===== src/rtl/mips_pkg.sv =====
// Shared mini-MIPS constants: instruction width, fetch bus derivations and
// the fetch state encoding.
package mips_pkg;

    localparam int INSTR_W = 32;

    typedef enum logic {
        FS_FETCH = 1'b0,
        FS_HOLD  = 1'b1
    } fetch_state_e;

    // Number of memory beats needed to assemble one instruction.
    function automatic int fetch_beats(input int busw);
        return INSTR_W / busw;
    endfunction

    // Bytes transferred per memory beat.
    function automatic int fetch_step(input int busw);
        return busw / 8;
    endfunction

endpackage


===== src/rtl/mips_fetch_unit_instr_assembler.sv =====
// 32-bit instruction register built from BUSW-wide lanes; the beat index
// selects which lane a memory beat lands in (lane 0 = instr[BUSW-1:0]).
module mips_fetch_unit_instr_assembler
    import mips_pkg::*;
#(
    parameter int BUSW   = 8,
    parameter int BEAT_W = 2
) (
    input  logic               clk,
    input  logic               reset,
    input  logic               clr_i,
    input  logic               we_i,
    input  logic [BEAT_W-1:0]  lane_i,
    input  logic [BUSW-1:0]    wdata_i,
    output logic [INSTR_W-1:0] data_o
);

    localparam int BEATS = fetch_beats(BUSW);

    logic [INSTR_W-1:0] data_q;
    logic [INSTR_W-1:0] data_d;

    // Clear wins over a lane write so an abandoned fetch leaves nothing behind.
    always_comb begin
        data_d = data_q;
        if (clr_i) begin
            data_d = '0;
        end else if (we_i) begin
            for (int l = 0; l < BEATS; l++) begin
                if (lane_i == BEAT_W'(l)) begin
                    data_d[l*BUSW +: BUSW] = wdata_i;
                end
            end
        end
    end

    // Instruction register.
    always_ff @(posedge clk) begin
        if (reset) begin
            data_q <= '0;
        end else begin
            data_q <= data_d;
        end
    end

    assign data_o = data_q;

endmodule


===== src/rtl/mips_fetch_unit.sv =====
// Multicycle instruction fetch: assembles a little-endian 32-bit word from
// BUSW-wide memory beats, then holds it until the controller accepts it.
// A redirect restarts fetching at the aligned target from any state.
module mips_fetch_unit
    import mips_pkg::*;
#(
    parameter int               WIDTH    = 8,
    parameter int               BUSW     = 8,
    parameter logic [WIDTH-1:0] RESET_PC = '0
) (
    input  logic               clk,
    input  logic               reset,
    output logic               mem_req,
    output logic [WIDTH-1:0]   mem_adr,
    input  logic [BUSW-1:0]    mem_rdata,
    input  logic               mem_ack,
    output logic [INSTR_W-1:0] instr,
    output logic [WIDTH-1:0]   instr_pc,
    output logic               instr_valid,
    input  logic               instr_ready,
    input  logic               redirect,
    input  logic [WIDTH-1:0]   redirect_pc
);

    localparam int               BEATS      = fetch_beats(BUSW);
    localparam int               STEP       = fetch_step(BUSW);
    localparam int               BEAT_W     = 2;
    localparam logic [BEAT_W-1:0] LAST_BEAT = BEAT_W'(BEATS - 1);
    localparam logic [WIDTH-1:0] STEP_INC   = WIDTH'(STEP);
    localparam logic [WIDTH-1:0] INSTR_INC  = WIDTH'(4);
    localparam logic [WIDTH-1:0] ALIGN_MASK = ~WIDTH'(STEP - 1);

    fetch_state_e      state_q, state_d;
    logic [BEAT_W-1:0] beat_q, beat_d;
    logic [WIDTH-1:0]  adr_q, adr_d;
    logic [WIDTH-1:0]  pc_q, pc_d;
    logic              req_q, req_d;
    logic              beat_ack;
    logic              asm_we;

    // A beat only counts while a request is actually on the bus.
    assign beat_ack = req_q && mem_ack && (state_q == FS_FETCH);
    assign asm_we   = beat_ack && !redirect;

    // Next-state logic; redirect overrides every other transition.
    always_comb begin
        state_d = state_q;
        beat_d  = beat_q;
        adr_d   = adr_q;
        pc_d    = pc_q;
        req_d   = req_q;
        if (redirect) begin
            state_d = FS_FETCH;
            beat_d  = '0;
            adr_d   = redirect_pc & ALIGN_MASK;
            pc_d    = redirect_pc & ALIGN_MASK;
            req_d   = 1'b1;
        end else begin
            case (state_q)
                FS_FETCH: begin
                    req_d = 1'b1;
                    if (beat_ack) begin
                        adr_d = adr_q + STEP_INC;
                        if (beat_q == LAST_BEAT) begin
                            state_d = FS_HOLD;
                            beat_d  = '0;
                            req_d   = 1'b0;
                        end else begin
                            beat_d = beat_q + 1'b1;
                        end
                    end
                end
                FS_HOLD: begin
                    req_d = 1'b0;
                    if (instr_ready) begin
                        state_d = FS_FETCH;
                        beat_d  = '0;
                        adr_d   = pc_q + INSTR_INC;
                        pc_d    = pc_q + INSTR_INC;
                        req_d   = 1'b1;
                    end
                end
                default: begin
                    state_d = FS_FETCH;
                end
            endcase
        end
    end

    // Control and address registers.
    always_ff @(posedge clk) begin
        if (reset) begin
            state_q <= FS_FETCH;
            beat_q  <= '0;
            adr_q   <= RESET_PC;
            pc_q    <= RESET_PC;
            req_q   <= 1'b0;
        end else begin
            state_q <= state_d;
            beat_q  <= beat_d;
            adr_q   <= adr_d;
            pc_q    <= pc_d;
            req_q   <= req_d;
        end
    end

    mips_fetch_unit_instr_assembler #(
        .BUSW   (BUSW),
        .BEAT_W (BEAT_W)
    ) u_asm (
        .clk     (clk),
        .reset   (reset),
        .clr_i   (redirect),
        .we_i    (asm_we),
        .lane_i  (beat_q),
        .wdata_i (mem_rdata),
        .data_o  (instr)
    );

    assign mem_req     = req_q;
    assign mem_adr     = adr_q;
    assign instr_pc    = pc_q;
    assign instr_valid = (state_q == FS_HOLD);

endmodule


===== config.mk =====
export PLATFORM = sky130hd
export DESIGN_NAME = mips_fetch_unit
export DESIGN_NICKNAME = d
export VERILOG_FILES = /design/src/rtl/mips_pkg.sv /design/src/rtl/mips_fetch_unit_instr_assembler.sv /design/src/rtl/mips_fetch_unit.sv
export SDC_FILE = /design/constraint.sdc
export NUM_CORES = 1
export LEC_CHECK = 0
export BUFFER_PORTS_ARGS = -buffer_cell sky130_fd_sc_hd__clkbuf_2
export CELL_PAD_IN_SITES_DETAIL_PLACEMENT = 0
export CELL_PAD_IN_SITES_GLOBAL_PLACEMENT = 1
export CORE_MARGIN = 3
export CORE_UTILIZATION = 37
export CTS_CLUSTER_DIAMETER = 50
export CTS_CLUSTER_SIZE = 10
export DETAILED_ROUTE_END_ITERATION = 8
export PLACE_DENSITY = 0.84
export SYNTH_ARGS = -nofsm -noshare
export SYNTH_HDL_FRONTEND = slang
export SYNTH_SLANG_ARGS = --single-unit

===== constraint.sdc =====
create_clock -name clk -period 1.6 [get_ports clk]
set_input_delay 0.32 -clock clk [delete_from_list [all_inputs] [get_ports clk]]
set_output_delay 0.32 -clock clk [all_outputs]
set_load 0.02 [all_outputs]

==> metrics.md <==
| Metric | Value |
|---|---|
| Reg2reg setup slack | 0.13 ns |
| Min-Delay Path Depth | 3 |
| CTS clk-pin slew, worst paths | 0.10 ns |
| First drt pass iteration count | 4 |
| Syn. warnings | 0 |
| Worst EP required | roughly 1.8 ns |
| Register area share after synthesis | 0.435 |
| Gr usage total | 0.168 |
| Layout cells sized above 1 | 0.271 |
| Core Area | 6100 um^2 |
| First-pass GRT wire length | 10.1 mm |
| Worst Skew | 0.00773 ns |
| Area delta synth->final | 23.5% |
| Tcrit/Tclk final | 0.920 |
| HP Class | in -> reg |
| CP startpoint kind | flip-flop |
| Initial core utilization | 0.392 |
| CP delay by family, top | simple AND/OR/NAND/NOR gates |
| Num ports | 71 |
| Yosys cell types | 43 |
| Clk sink count | 52 |
| CTS tree | built |
| Setup WS pre-CTS | about 0.054 ns |
| Seq cells post-synth | between 50 and 60 |
| Setup Buffers After CTS | 0 |
| Final ANT Viol Nets | 0 |
| Antenna diode count | 0 |
| Mapped Cells | between 200 and 300 |
| Max incr delay on CP | 0.43 ns |
| Length in cells of the worst reg-to-reg path | 4 |
| Leakage | 1.16 nW |
| Initial antenna violation count | 0 |
| Worst hold margin | approximately 0.26 ns |
| TritonCTS Buffers | 5 |
| Wire per inst | 14.6 um |
| Max Freq | around 680 MHz |
| CTS H-tree lvls | 2 |
| Setup violators final | 0 |
| Arr. time, crit path | 1.69 ns |
| Vias per cell | 5.34 |
| Setup tns final | 0 ns |
| CP Buf/Inv Count | 0 |
| Final Hold Fails | 0 |
| Post-synth top area cell | dfxtp_1 |
| Initial detailed-routing violation count | 152 |
| Global route total overflow | 0 |
| Max_slew headroom | 0.752 |
| WS Path Type | reg -> reg |
| Number of nets in the layout | 391 |
| Setup ws final | 0.128 ns |
| Highest-delay cell along the critical path | dfxtp_1 |
| Number of synthesized flops with an enable pin | 0 |
| Status | completed |
| Worst setup EP type | flip-flop |
| RR Endpoint | instr_pc[6]$_SDFFE_PP0P_ |
| Largest cells by area after synthesis | dfxtp_1, a21oi_1, nand3_1 |
| Synth top area share | 0.435 |
| Port bufs | 70 |
| Top-count cell post-synth | dfxtp_1 |
| Die Ht | about 86 um |
| Vias in the first global route | ~2100 |
| Die area | 7470 um^2 |
| Die width | 86.4 um |
| Min cycle time layout | 1.47 ns |
| Total wire length | 6.41 mm |
| Avg Cell Area, Syn | between 8 and 9 um^2 |
| Worst r2r src | instr_pc[3]$_SDFFE_PP0P_ |
| Worst VDD drop | 0.443 mV |
| Root Driver | clkbuf_8 |
| Crit Path Max Fanout | 6 |
| Hpwl dp | between 4 and 5 mm |
| DR DRC count | 0 |
| Slew Limit Fails | 0 |
| GP Congestion | 0.825 |
| Hold EP | instr_pc[0]$_SDFFE_PP0P_ |
| Total nets after synthesis | between 300 and 400 |
| CTS Buffer Depth | 2 |
| Post-synth ARST share | 0 |
| Crit-path cells | ha_1 > nand3_1 > or3_1 > a311oi_1 |
| Top_reg_cell synth | dfxtp_1 |
| Skew-Pair Late Insertion Delay | about 0.32 ns |
| Worst slew pin tran | 0.372 ns |
| Hold Startpoint | redirect_pc[0] |
| CP Depth | 4 |
| Pin count of the biggest net entering global routing | 35 |
| Via count | between 2000 and 2500 |
| Num rows | 28 |
| Netlist Area Pre-Place | about 2400 um^2 |
| Max-cap check violation count | 0 |
| RSZ-0062 raised after global routing | false |
| Power per cell area | 830 nW/um^2 |
| Commonest cells post-synth | dfxtp_1, nand2_1, a21oi_1 |
[stage by stage]
step	utilization	total power, mW	std cells	area, um^2
CTS	0.484	2.46	440	2950
detailed placement	0.469	1.70	432	2860
global placement	0.469	1.69	432	2860
global route	0.485	2.56	440	2960
finish	0.485	2.45	440	2960
floorplan	-	1.57	292	2390
[area by class of cell]
| class | instances | area [um^2] |
|---|---|---|
| Tap cell | 75 | 93.8 |
| Multi-Input combinational cell | 213 | 1230 |
| Inverter | 7 | 26.3 |
| Fill cell | 611 | 3140 |
| Clock buffer | 5 | 68.8 |
| Sequential cell | 52 | 1040 |
| Timing Repair Buffer | 85 | 475 |
| Clock inverter | 3 | 22.5 |
[cell usage in the layout (no fill, tap or decap), types with 2 or more instances in the layout]
master | synthesis | final
clkbuf_8 | 0 | 5
a311oi_1 | 2 | 2
o21ai_0 | 4 | 4
nor3b_1 | 2 | 2
clkbuf_2 | 0 | 70
nand2_1 | 47 | 47
xnor2_1 | 5 | 5
o211ai_1 | 3 | 3
nand3_1 | 40 | 40
a41oi_1 | 2 | 2
xor2_1 | 2 | 2
a21oi_1 | 46 | 46
buf_4 | 2 | 14
nor3_1 | 7 | 7
a21boi_0 | 3 | 3
o22ai_1 | 3 | 3
nor2b_1 | 3 | 3
o21bai_1 | 2 | 2
nor2_1 | 7 | 7
dfxtp_1 | 52 | 51
mux2i_1 | 3 | 3
o21a_1 | 4 | 4
o21ai_1 | 2 | 2
inv_1 | 7 | 7
ha_1 | 6 | 6
a31oi_1 | 3 | 3
[power by group]
part	internal (mW)	switching [mW]
Clock	0.315	0.472
Sequential	1.33	0.0403
Combinational	0.118	0.183
[worst register-to-register path, delay by kind of cell, from the launching register on]
family / cells / cell delay [ns]
and+or+nand+nor: 2 / 0.47
AOI/OAI and AO/OA: 1 / 0.28
DFF: 1 / 0.43
adders and majority gates: 1 / 0.21
[repair_timing]
action / in CTS / in global routing
hold endpoints to repair: 0 / 0
gates resized for setup: 0 / 2
hold buffers: 0 / 0
endpoints found under the setup margin: 0 / 5
[sequential cells by signal (all words and copies together), names as in the netlist]
signal and cells:
beat_q 2, instr_pc 8, instr_valid 1, mem_adr 8
mem_req 1, u_asm.data_o 32
[logic make-up after synthesis]
family          Yosys count  share of synthesized area
compound gates           78                      0.190
mux                       4                     0.0173
buf+inv                  27                     0.0591
xor+xnor                  7                     0.0256
fa+ha+maj                 6                     0.0314
simple gates            118                      0.241
flops                    52                      0.435
[worst max path at each step]
stage	start	to	slack, ns
global route	instr_pc[2]$_SDFFE_PP0P_	instr_pc[6]$_SDFFE_PP0P_	0.05
finish	instr_pc[3]$_SDFFE_PP0P_	instr_pc[6]$_SDFFE_PP0P_	0.13
detailed placement	redirect	u_asm.data_o[1]$_SDFFE_PP0P_	0.05
global placement	redirect	u_asm.data_o[0]$_SDFFE_PP0P_	0.08
CTS	instr_valid$_SDFF_PP0_	instr_pc[3]$_SDFFE_PP0P_	0.05
floorplan	instr_pc[2]$_SDFFE_PP0P_	instr_pc[6]$_SDFFE_PP0P_	0.08
[metal layers]
| metal | routed length (um) | GRT usage | up-vias |
|---|---|---|---|
| li1 | - | - | 1168 |
| met1 | 2830 | 0.231 | 1079 |
| met2 | 2960 | 0.271 | 100 |
| met3 | 583 | 0.0352 | 4 |
| met4 | 39 | 0.0439 | 0 |
| met5 | 0 | 0 | - |
Power figures use the tool's default switching activity.
